==> src/rtl/ppg_pkg.sv <==
// ppg_pkg: shared constants and the FSM state type for the PPG peak detector.
//   PPG_DATA_W        width of the signed filtered sample
//   PPG_CNT_W         width of the beat interval counter
//   PPG_HYST          default peak/valley confirmation hysteresis (LSBs)
//   PPG_MIN_INTERVAL  default refractory interval (samples)
//   PPG_MAX_INTERVAL  default no-pulse timeout (samples)
//   ppg_state_e       detector FSM states
package ppg_pkg;

  localparam int PPG_DATA_W       = 20;
  localparam int PPG_CNT_W        = 10;
  localparam int PPG_HYST         = 256;
  localparam int PPG_MIN_INTERVAL = 20;
  localparam int PPG_MAX_INTERVAL = 1023;

  typedef enum logic [1:0] {
    ST_ACQUIRE = 2'd0,
    ST_RISING  = 2'd1,
    ST_FALLING = 2'd2
  } ppg_state_e;

endpackage

==> src/rtl/ppg_interval_counter.sv <==
// ppg_interval_counter: saturating sample counter measuring the beat interval.
// Ports:
//   clk_sampling  sample clock
//   rst           asynchronous active-low reset, clears count to 0
//   en_i          count this edge (one consumed sample)
//   clr_i         restart the interval; only acts together with en_i
//   count_o       current count
//   reach_max_o   this consumed edge takes the count up to MAX_VAL
module ppg_interval_counter
  import ppg_pkg::*;
#(
  parameter int CNT_W   = PPG_CNT_W,
  parameter int MAX_VAL = PPG_MAX_INTERVAL
) (
  input  logic             clk_sampling,
  input  logic             rst,
  input  logic             en_i,
  input  logic             clr_i,
  output logic [CNT_W-1:0] count_o,
  output logic             reach_max_o
);

  localparam logic [CNT_W-1:0] MAX_C  = CNT_W'(MAX_VAL);
  localparam logic [CNT_W-1:0] LAST_C = CNT_W'(MAX_VAL - 1);

  logic [CNT_W-1:0] count_q, count_d;

  // A restart loads 1, not 0: the sample that restarts the interval is
  // already the first sample of the new one.
  always_comb begin
    count_d = count_q;
    if (en_i) begin
      if (clr_i) begin
        count_d = CNT_W'(1);
      end else if (count_q < MAX_C) begin
        count_d = count_q + 1'b1;
      end
    end
  end

  always_ff @(posedge clk_sampling or negedge rst) begin
    if (!rst) begin
      count_q <= '0;
    end else begin
      count_q <= count_d;
    end
  end

  assign count_o = count_q;

  // Fires only on the transition into saturation, so a timeout is a single
  // event rather than repeating on every later sample.
  assign reach_max_o = en_i && !clr_i && (count_q == LAST_C);

endmodule

==> src/rtl/ppg_peak_detector.sv <==
// ppg_peak_detector: hysteresis peak/valley tracker producing beat interval
// and pulse amplitude from a filtered PPG stream.
// Ports:
//   clk_sampling   sample clock
//   rst            asynchronous active-low reset
//   sample_en      sample_in is consumed on this edge
//   sample_in      signed filtered sample
//   peak_val       last accepted peak
//   valley_val     last confirmed valley
//   ac_amp         peak minus valley at the last beat (unsigned)
//   beat_interval  samples between the last two accepted peaks
//   beat_valid     one-cycle pulse on a new beat
//   no_pulse       high while no peak has been accepted within MAX_INTERVAL
//
// state   | meaning
// ACQUIRE | no reference yet; next sample seeds run_max/run_min
// RISING  | tracking a maximum, waiting for a drop of more than HYST
// FALLING | tracking a minimum, waiting for a rise of more than HYST
module ppg_peak_detector
  import ppg_pkg::*;
#(
  parameter int DATA_W       = PPG_DATA_W,
  parameter int HYST         = PPG_HYST,
  parameter int MIN_INTERVAL = PPG_MIN_INTERVAL,
  parameter int MAX_INTERVAL = PPG_MAX_INTERVAL,
  parameter int CNT_W        = PPG_CNT_W
) (
  input  logic                     clk_sampling,
  input  logic                     rst,
  input  logic                     sample_en,
  input  logic signed [DATA_W-1:0] sample_in,
  output logic signed [DATA_W-1:0] peak_val,
  output logic signed [DATA_W-1:0] valley_val,
  output logic        [DATA_W:0]   ac_amp,
  output logic        [CNT_W-1:0]  beat_interval,
  output logic                     beat_valid,
  output logic                     no_pulse
);

  // Two guard bits keep threshold arithmetic exact at full-scale inputs.
  localparam int W2 = DATA_W + 2;
  localparam logic signed [W2-1:0] HYST_S = W2'(HYST);
  localparam logic [CNT_W-1:0]     MIN_C  = CNT_W'(MIN_INTERVAL);

  ppg_state_e state_q, state_d;
  logic signed [DATA_W-1:0] run_max_q, run_max_d;
  logic signed [DATA_W-1:0] run_min_q, run_min_d;
  logic signed [DATA_W-1:0] peak_val_q, peak_val_d;
  logic signed [DATA_W-1:0] valley_val_q, valley_val_d;
  logic [DATA_W:0]          ac_amp_q, ac_amp_d;
  logic [CNT_W-1:0]         beat_interval_q, beat_interval_d;
  logic                     beat_valid_q, beat_valid_d;
  logic                     no_pulse_q, no_pulse_d;
  logic                     peak_seen_q, peak_seen_d;
  logic                     valley_seen_q, valley_seen_d;

  logic signed [W2-1:0] samp_x, max_x, min_x, valley_x, amp_diff;
  logic [DATA_W:0]      amp_clip;
  logic [CNT_W-1:0]     cnt;
  logic                 cnt_reach_max;
  logic                 peak_hit, valley_hit, peak_accept, timeout;

  assign samp_x   = {{2{sample_in[DATA_W-1]}}, sample_in};
  assign max_x    = {{2{run_max_q[DATA_W-1]}}, run_max_q};
  assign min_x    = {{2{run_min_q[DATA_W-1]}}, run_min_q};
  assign valley_x = {{2{valley_val_q[DATA_W-1]}}, valley_val_q};

  // A valley above the new peak cannot happen with a sane waveform; clamp
  // to zero rather than report a huge unsigned amplitude.
  assign amp_diff = max_x - valley_x;
  assign amp_clip = amp_diff[W2-1] ? '0 : amp_diff[DATA_W:0];

  assign peak_hit    = (state_q == ST_RISING)  && (samp_x < (max_x - HYST_S));
  assign valley_hit  = (state_q == ST_FALLING) && (samp_x > (min_x + HYST_S));
  assign peak_accept = sample_en && peak_hit && (!peak_seen_q || (cnt >= MIN_C));
  assign timeout     = cnt_reach_max && !peak_accept;

  // A rejected peak does not restart the interval; counting continues so
  // the next accepted peak measures from the last accepted one.
  ppg_interval_counter #(
    .CNT_W   (CNT_W),
    .MAX_VAL (MAX_INTERVAL)
  ) u_interval_counter (
    .clk_sampling (clk_sampling),
    .rst          (rst),
    .en_i         (sample_en),
    .clr_i        (peak_accept),
    .count_o      (cnt),
    .reach_max_o  (cnt_reach_max)
  );

  always_comb begin
    state_d         = state_q;
    run_max_d       = run_max_q;
    run_min_d       = run_min_q;
    peak_val_d      = peak_val_q;
    valley_val_d    = valley_val_q;
    ac_amp_d        = ac_amp_q;
    beat_interval_d = beat_interval_q;
    beat_valid_d    = 1'b0;
    no_pulse_d      = no_pulse_q;
    peak_seen_d     = peak_seen_q;
    valley_seen_d   = valley_seen_q;

    if (sample_en) begin
      case (state_q)
        ST_ACQUIRE: begin
          run_max_d = sample_in;
          run_min_d = sample_in;
          state_d   = ST_RISING;
        end
        ST_RISING: begin
          if (peak_hit) begin
            state_d   = ST_FALLING;
            run_min_d = sample_in;
            if (peak_accept) begin
              peak_val_d  = run_max_q;
              peak_seen_d = 1'b1;
              no_pulse_d  = 1'b0;
              if (peak_seen_q && valley_seen_q) begin
                beat_interval_d = cnt;
                ac_amp_d        = amp_clip;
                beat_valid_d    = 1'b1;
              end
            end
          end else if (sample_in > run_max_q) begin
            run_max_d = sample_in;
          end
        end
        ST_FALLING: begin
          if (valley_hit) begin
            valley_val_d  = run_min_q;
            valley_seen_d = 1'b1;
            state_d       = ST_RISING;
            run_max_d     = sample_in;
          end else if (sample_in < run_min_q) begin
            run_min_d = sample_in;
          end
        end
        default: begin
          state_d = ST_ACQUIRE;
        end
      endcase

      // Timeout drops the beat history and restarts acquisition; reported
      // values are left as they were.
      if (timeout) begin
        no_pulse_d    = 1'b1;
        peak_seen_d   = 1'b0;
        valley_seen_d = 1'b0;
        valley_val_d  = valley_val_q;
        state_d       = ST_ACQUIRE;
      end
    end
  end

  always_ff @(posedge clk_sampling or negedge rst) begin
    if (!rst) begin
      state_q         <= ST_ACQUIRE;
      run_max_q       <= '0;
      run_min_q       <= '0;
      peak_val_q      <= '0;
      valley_val_q    <= '0;
      ac_amp_q        <= '0;
      beat_interval_q <= '0;
      beat_valid_q    <= 1'b0;
      no_pulse_q      <= 1'b0;
      peak_seen_q     <= 1'b0;
      valley_seen_q   <= 1'b0;
    end else begin
      state_q         <= state_d;
      run_max_q       <= run_max_d;
      run_min_q       <= run_min_d;
      peak_val_q      <= peak_val_d;
      valley_val_q    <= valley_val_d;
      ac_amp_q        <= ac_amp_d;
      beat_interval_q <= beat_interval_d;
      beat_valid_q    <= beat_valid_d;
      no_pulse_q      <= no_pulse_d;
      peak_seen_q     <= peak_seen_d;
      valley_seen_q   <= valley_seen_d;
    end
  end

  assign peak_val      = peak_val_q;
  assign valley_val    = valley_val_q;
  assign ac_amp        = ac_amp_q;
  assign beat_interval = beat_interval_q;
  assign beat_valid    = beat_valid_q;
  assign no_pulse      = no_pulse_q;

endmodule

==> config.mk <==
export PLATFORM = sky130hd
export DESIGN_NAME = ppg_peak_detector
export DESIGN_NICKNAME = d
export VERILOG_FILES = /design/src/rtl/ppg_pkg.sv /design/src/rtl/ppg_interval_counter.sv /design/src/rtl/ppg_peak_detector.sv
export SDC_FILE = /design/constraint.sdc
export NUM_CORES = 1
export LEC_CHECK = 0
export CAP_MARGIN = 5
export CORE_MARGIN = 10
export CORE_UTILIZATION = 50
export CTS_CLUSTER_DIAMETER = 30
export DETAILED_ROUTE_END_ITERATION = 7
export GPL_ROUTABILITY_DRIVEN = 0
export PLACE_DENSITY = 0.73
export SLEW_MARGIN = 20
export SYNTH_ARGS = -nofsm -noshare
export SYNTH_HDL_FRONTEND = slang
export SYNTH_SLANG_ARGS = --single-unit
==> constraint.sdc <==
create_clock -name clk_sampling -period 4.7 [get_ports clk_sampling]
set_clock_uncertainty 0.05 [all_clocks]
set_input_delay 0.94 -clock clk_sampling [delete_from_list [all_inputs] [get_ports clk_sampling]]
set_output_delay 0.94 -clock clk_sampling [all_outputs]
set_load 0.01 [all_outputs]
==> flow_metrics.env <==
export IMPL_ys_types=70
export IMPL_setup_tns_final_ns=0
export IMPL_setup_violations_final=0
export IMPL_hp_class="flip-flop to flip-flop"
export IMPL_syn_area_per_cell_um2=10.4
export IMPL_core_area_um2=15300
export IMPL_p_total_mw=7.14
export IMPL_hold_viol=0
export IMPL_status="finished, final reports clean"
export IMPL_dr_pass1_iters=5
export IMPL_pwr_density_cell_nw_per_um2=745
export IMPL_async_reset_ff_frac=1.00
export IMPL_layout_commonest_cell="dfrtp_1"
export IMPL_finalMaxSlewViolations=0
export IMPL_postCtsSetupRepairBufs=0
export IMPL_post_route_period_util=0.874
export IMPL_clockBufferDepth=2
export IMPL_syn2layout_area_growth_pct=22.6
export IMPL_diodes=0
export IMPL_cts_tree="yes"
export IMPL_synth_edff_count=0
export IMPL_hold_path_depth=2
export IMPL_boundaryPins=96
export IMPL_grt_pass1_vias=6356
export IMPL_grt_pass1_wl_mm=33.3
export IMPL_syn_inst=753
export IMPL_htreeDepth=4
export IMPL_start_util=0.513
export IMPL_ctsHoldBuffers=0
export IMPL_ys_warn_count=0
export IMPL_vias=6119
export IMPL_track_usage=0.193
export IMPL_clock_sinks=126
export IMPL_path_clk_slew_ns=0.06
export IMPL_synth_flop_cell="dfrtp_1"
export IMPL_clock_latency_ns=0.43
export IMPL_syn_num_nets=868
export IMPL_antenna_left=0
export IMPL_cp_arrival_ns=4.37
export IMPL_netlist_area_um2=7830
export IMPL_routedWlPerCell_um=18.7
export IMPL_antenna_found_initial=0
export IMPL_die_area_um2=21100
export IMPL_die_x_um=145
export IMPL_relSlewSlack=0.382
export IMPL_routed_via_density=5.66
export IMPL_timing_fmax_ghz=0.243
export IMPL_synth_yosys_seq_area_share=0.403
export IMPL_synth_top_area_share=0.403
export IMPL_detailed_place_hpwl_mm=15.7
export IMPL_ctsResizeCount=0
export IMPL_vdd_ir_drop_max_uv=371
export IMPL_ys_top_cells_by_area="dfrtp_1 (40%), ha_1 (15%), mux2_1 (3.9%), inv_1 (3.8%), xnor2_1 (3.5%)"
export IMPL_start_kind="flip-flop"
export IMPL_most_common_layout_cells="dfrtp_1 (126), clkdlybuf4s50_1 (93), ha_1 (91)"
export IMPL_rsz0062_at_grt="false"
export IMPL_cp_max_fo=9
export IMPL_io_buffers=94
export IMPL_multi_input_area_um2=4290
export IMPL_die_h_um=145
export IMPL_crit_required_ns=4.96
export IMPL_seqCellArea_um2=3150
export IMPL_cts_made_buffers=17
export IMPL_worstSetupPathType="flip-flop to flip-flop"
export IMPL_routed_wirelength_mm=20.2
export IMPL_yosys_area_top_type="dfrtp_1"
export IMPL_worst_slew_pin_slew_ns=0.927
export IMPL_rows=45
export IMPL_ff2ff_path_depth=15
export IMPL_drc=0
export IMPL_cap_violations=0
export IMPL_fillers=1214
export IMPL_period_needed_ns=4.11
export IMPL_layout_drive_gt1_share=0.0897
export IMPL_grt_max_degree=72
export IMPL_ys_ff_latch=126
export IMPL_final_nets=972
export IMPL_leakagePower_nw=4.50
export IMPL_endpoint_kind="flip-flop"
export IMPL_overflow=0
export IMPL_drtIter0Drc=360
export IMPL_cts_root_buf="clkbuf_16"
[power breakdown]
| part | switching [mW] | internal (mW) |
|---|---|---|
| sequential | 0.398 | 1.53 |
| combinational | 2.10 | 1.87 |
| clock | 0.480 | 0.764 |
[layer usage]
| layer | part of all wire | up-vias | track usage |
|---|---|---|---|
| met1 | 0.45 | 2953 | 0.242 |
| met4 | 0.034 | 0 | 0.0885 |
| li1 | - | 2915 | - |
| met3 | 0.054 | 55 | 0.0469 |
| met2 | 0.46 | 196 | 0.308 |
| met5 | 0 | - | 0 |
[cell families after synthesis]
family	Yosys count	synth area share
AO/OA/AOI/OAI	163	0.147
XOR/XNOR	43	0.0481
adder cells (fa/ha/maj)	92	0.148
buffers and inverters	96	0.0492
flip-flops	126	0.403
multiplexers	70	0.0974
other	1	0.000479
AND/OR/NAND/NOR	162	0.107
[synth_stat cells (3+ instances only)]
| cell | n |
|---|---|
| dfrtp_1 | 126 |
| ha_1 | 91 |
| inv_1 | 79 |
| nand2_1 | 43 |
| o21ai_0 | 38 |
| a21oi_1 | 31 |
| nor2_1 | 31 |
| xnor2_1 | 31 |
| mux2_1 | 27 |
| mux2_2 | 22 |
| nand3_1 | 22 |
| mux2i_1 | 21 |
| a22o_1 | 18 |
| a21o_1 | 15 |
| nand4_1 | 15 |
| xor2_1 | 12 |
| nor3_1 | 10 |
| and3_1 | 9 |
| clkbuf_1 | 8 |
| nor2b_1 | 6 |
| o211ai_1 | 6 |
| o21a_1 | 6 |
| buf_2 | 5 |
| nor4_1 | 5 |
| a211oi_1 | 4 |
| nand4b_1 | 4 |
| a211o_1 | 3 |
| a31o_2 | 3 |
| a31oi_1 | 3 |
| and2_1 | 3 |
| buf_4 | 3 |
| o21bai_1 | 3 |
[registers in the layout (all words and copies together) (netlist names)]
signal and count:
u_interval_counter.count_o 10, run_max_q 20, valley_seen_q 1, beat_valid 1, peak_val 20, state_q 2
peak_seen_q 1, ac_amp 20, beat_interval 10, valley_val 20, run_min_q 20, no_pulse 1
[area by class of cell]
cell class	count	area share
tap	211	0.0275
inverter	79	0.0309
clock buffer	22	0.0494
sequential	126	0.329
timing repair buffer	102	0.107
clock inverter	10	0.00926
multi-input combinational	531	0.448
[worst max-delay path, cell delays in order, from the launching register on]
cell and delay [ns]:
dfrtp_1 0.38, inv_1 0.12, nor3_1 0.25, and3_1 0.23, and2_1 0.19, nor2b_1 0.17
xnor2_1 0.14, ha_1 0.28, a2111o_1 0.42, a31o_2 0.22, a21oi_1 0.18, a21boi_1 0.13
nor2b_1 0.19, o32a_1 0.44, buf_4 0.26, mux2_1 0.34
[final timing paths]
check	startpoint	end	slack, ns
max in group asynchronous	rst	run_min_q[5]$_DFFE_PN0P_	3.19
min in group asynchronous	rst	beat_interval[7]$_DFFE_PN0P_	0.59
max reg2reg	run_min_q[11]$_DFFE_PN0P_	run_max_q[13]$_DFFE_PN0P_	0.59
max	run_min_q[11]$_DFFE_PN0P_	run_max_q[13]$_DFFE_PN0P_	0.59
min reg2reg	peak_val[10]$_DFFE_PN0P_	peak_val[10]$_DFFE_PN0P_	0.43
min	peak_val[10]$_DFFE_PN0P_	peak_val[10]$_DFFE_PN0P_	0.43
[metrics by stage]
step                      instances  utilization  instance area, µm²  setup WS (ns)  hold WS (ns)
after global placement         1049        0.592                9030          0.352         0.412
after floorplan                 753            -                7830           1.28         0.411
final                          1081        0.629                9590          0.591         0.426
after detailed placement       1049        0.592                9030          0.274         0.422
after CTS                      1081        0.629                9590          0.634         0.435
after global routing           1081        0.629                9590          0.306         0.464
(Power assumes the default switching activity.)
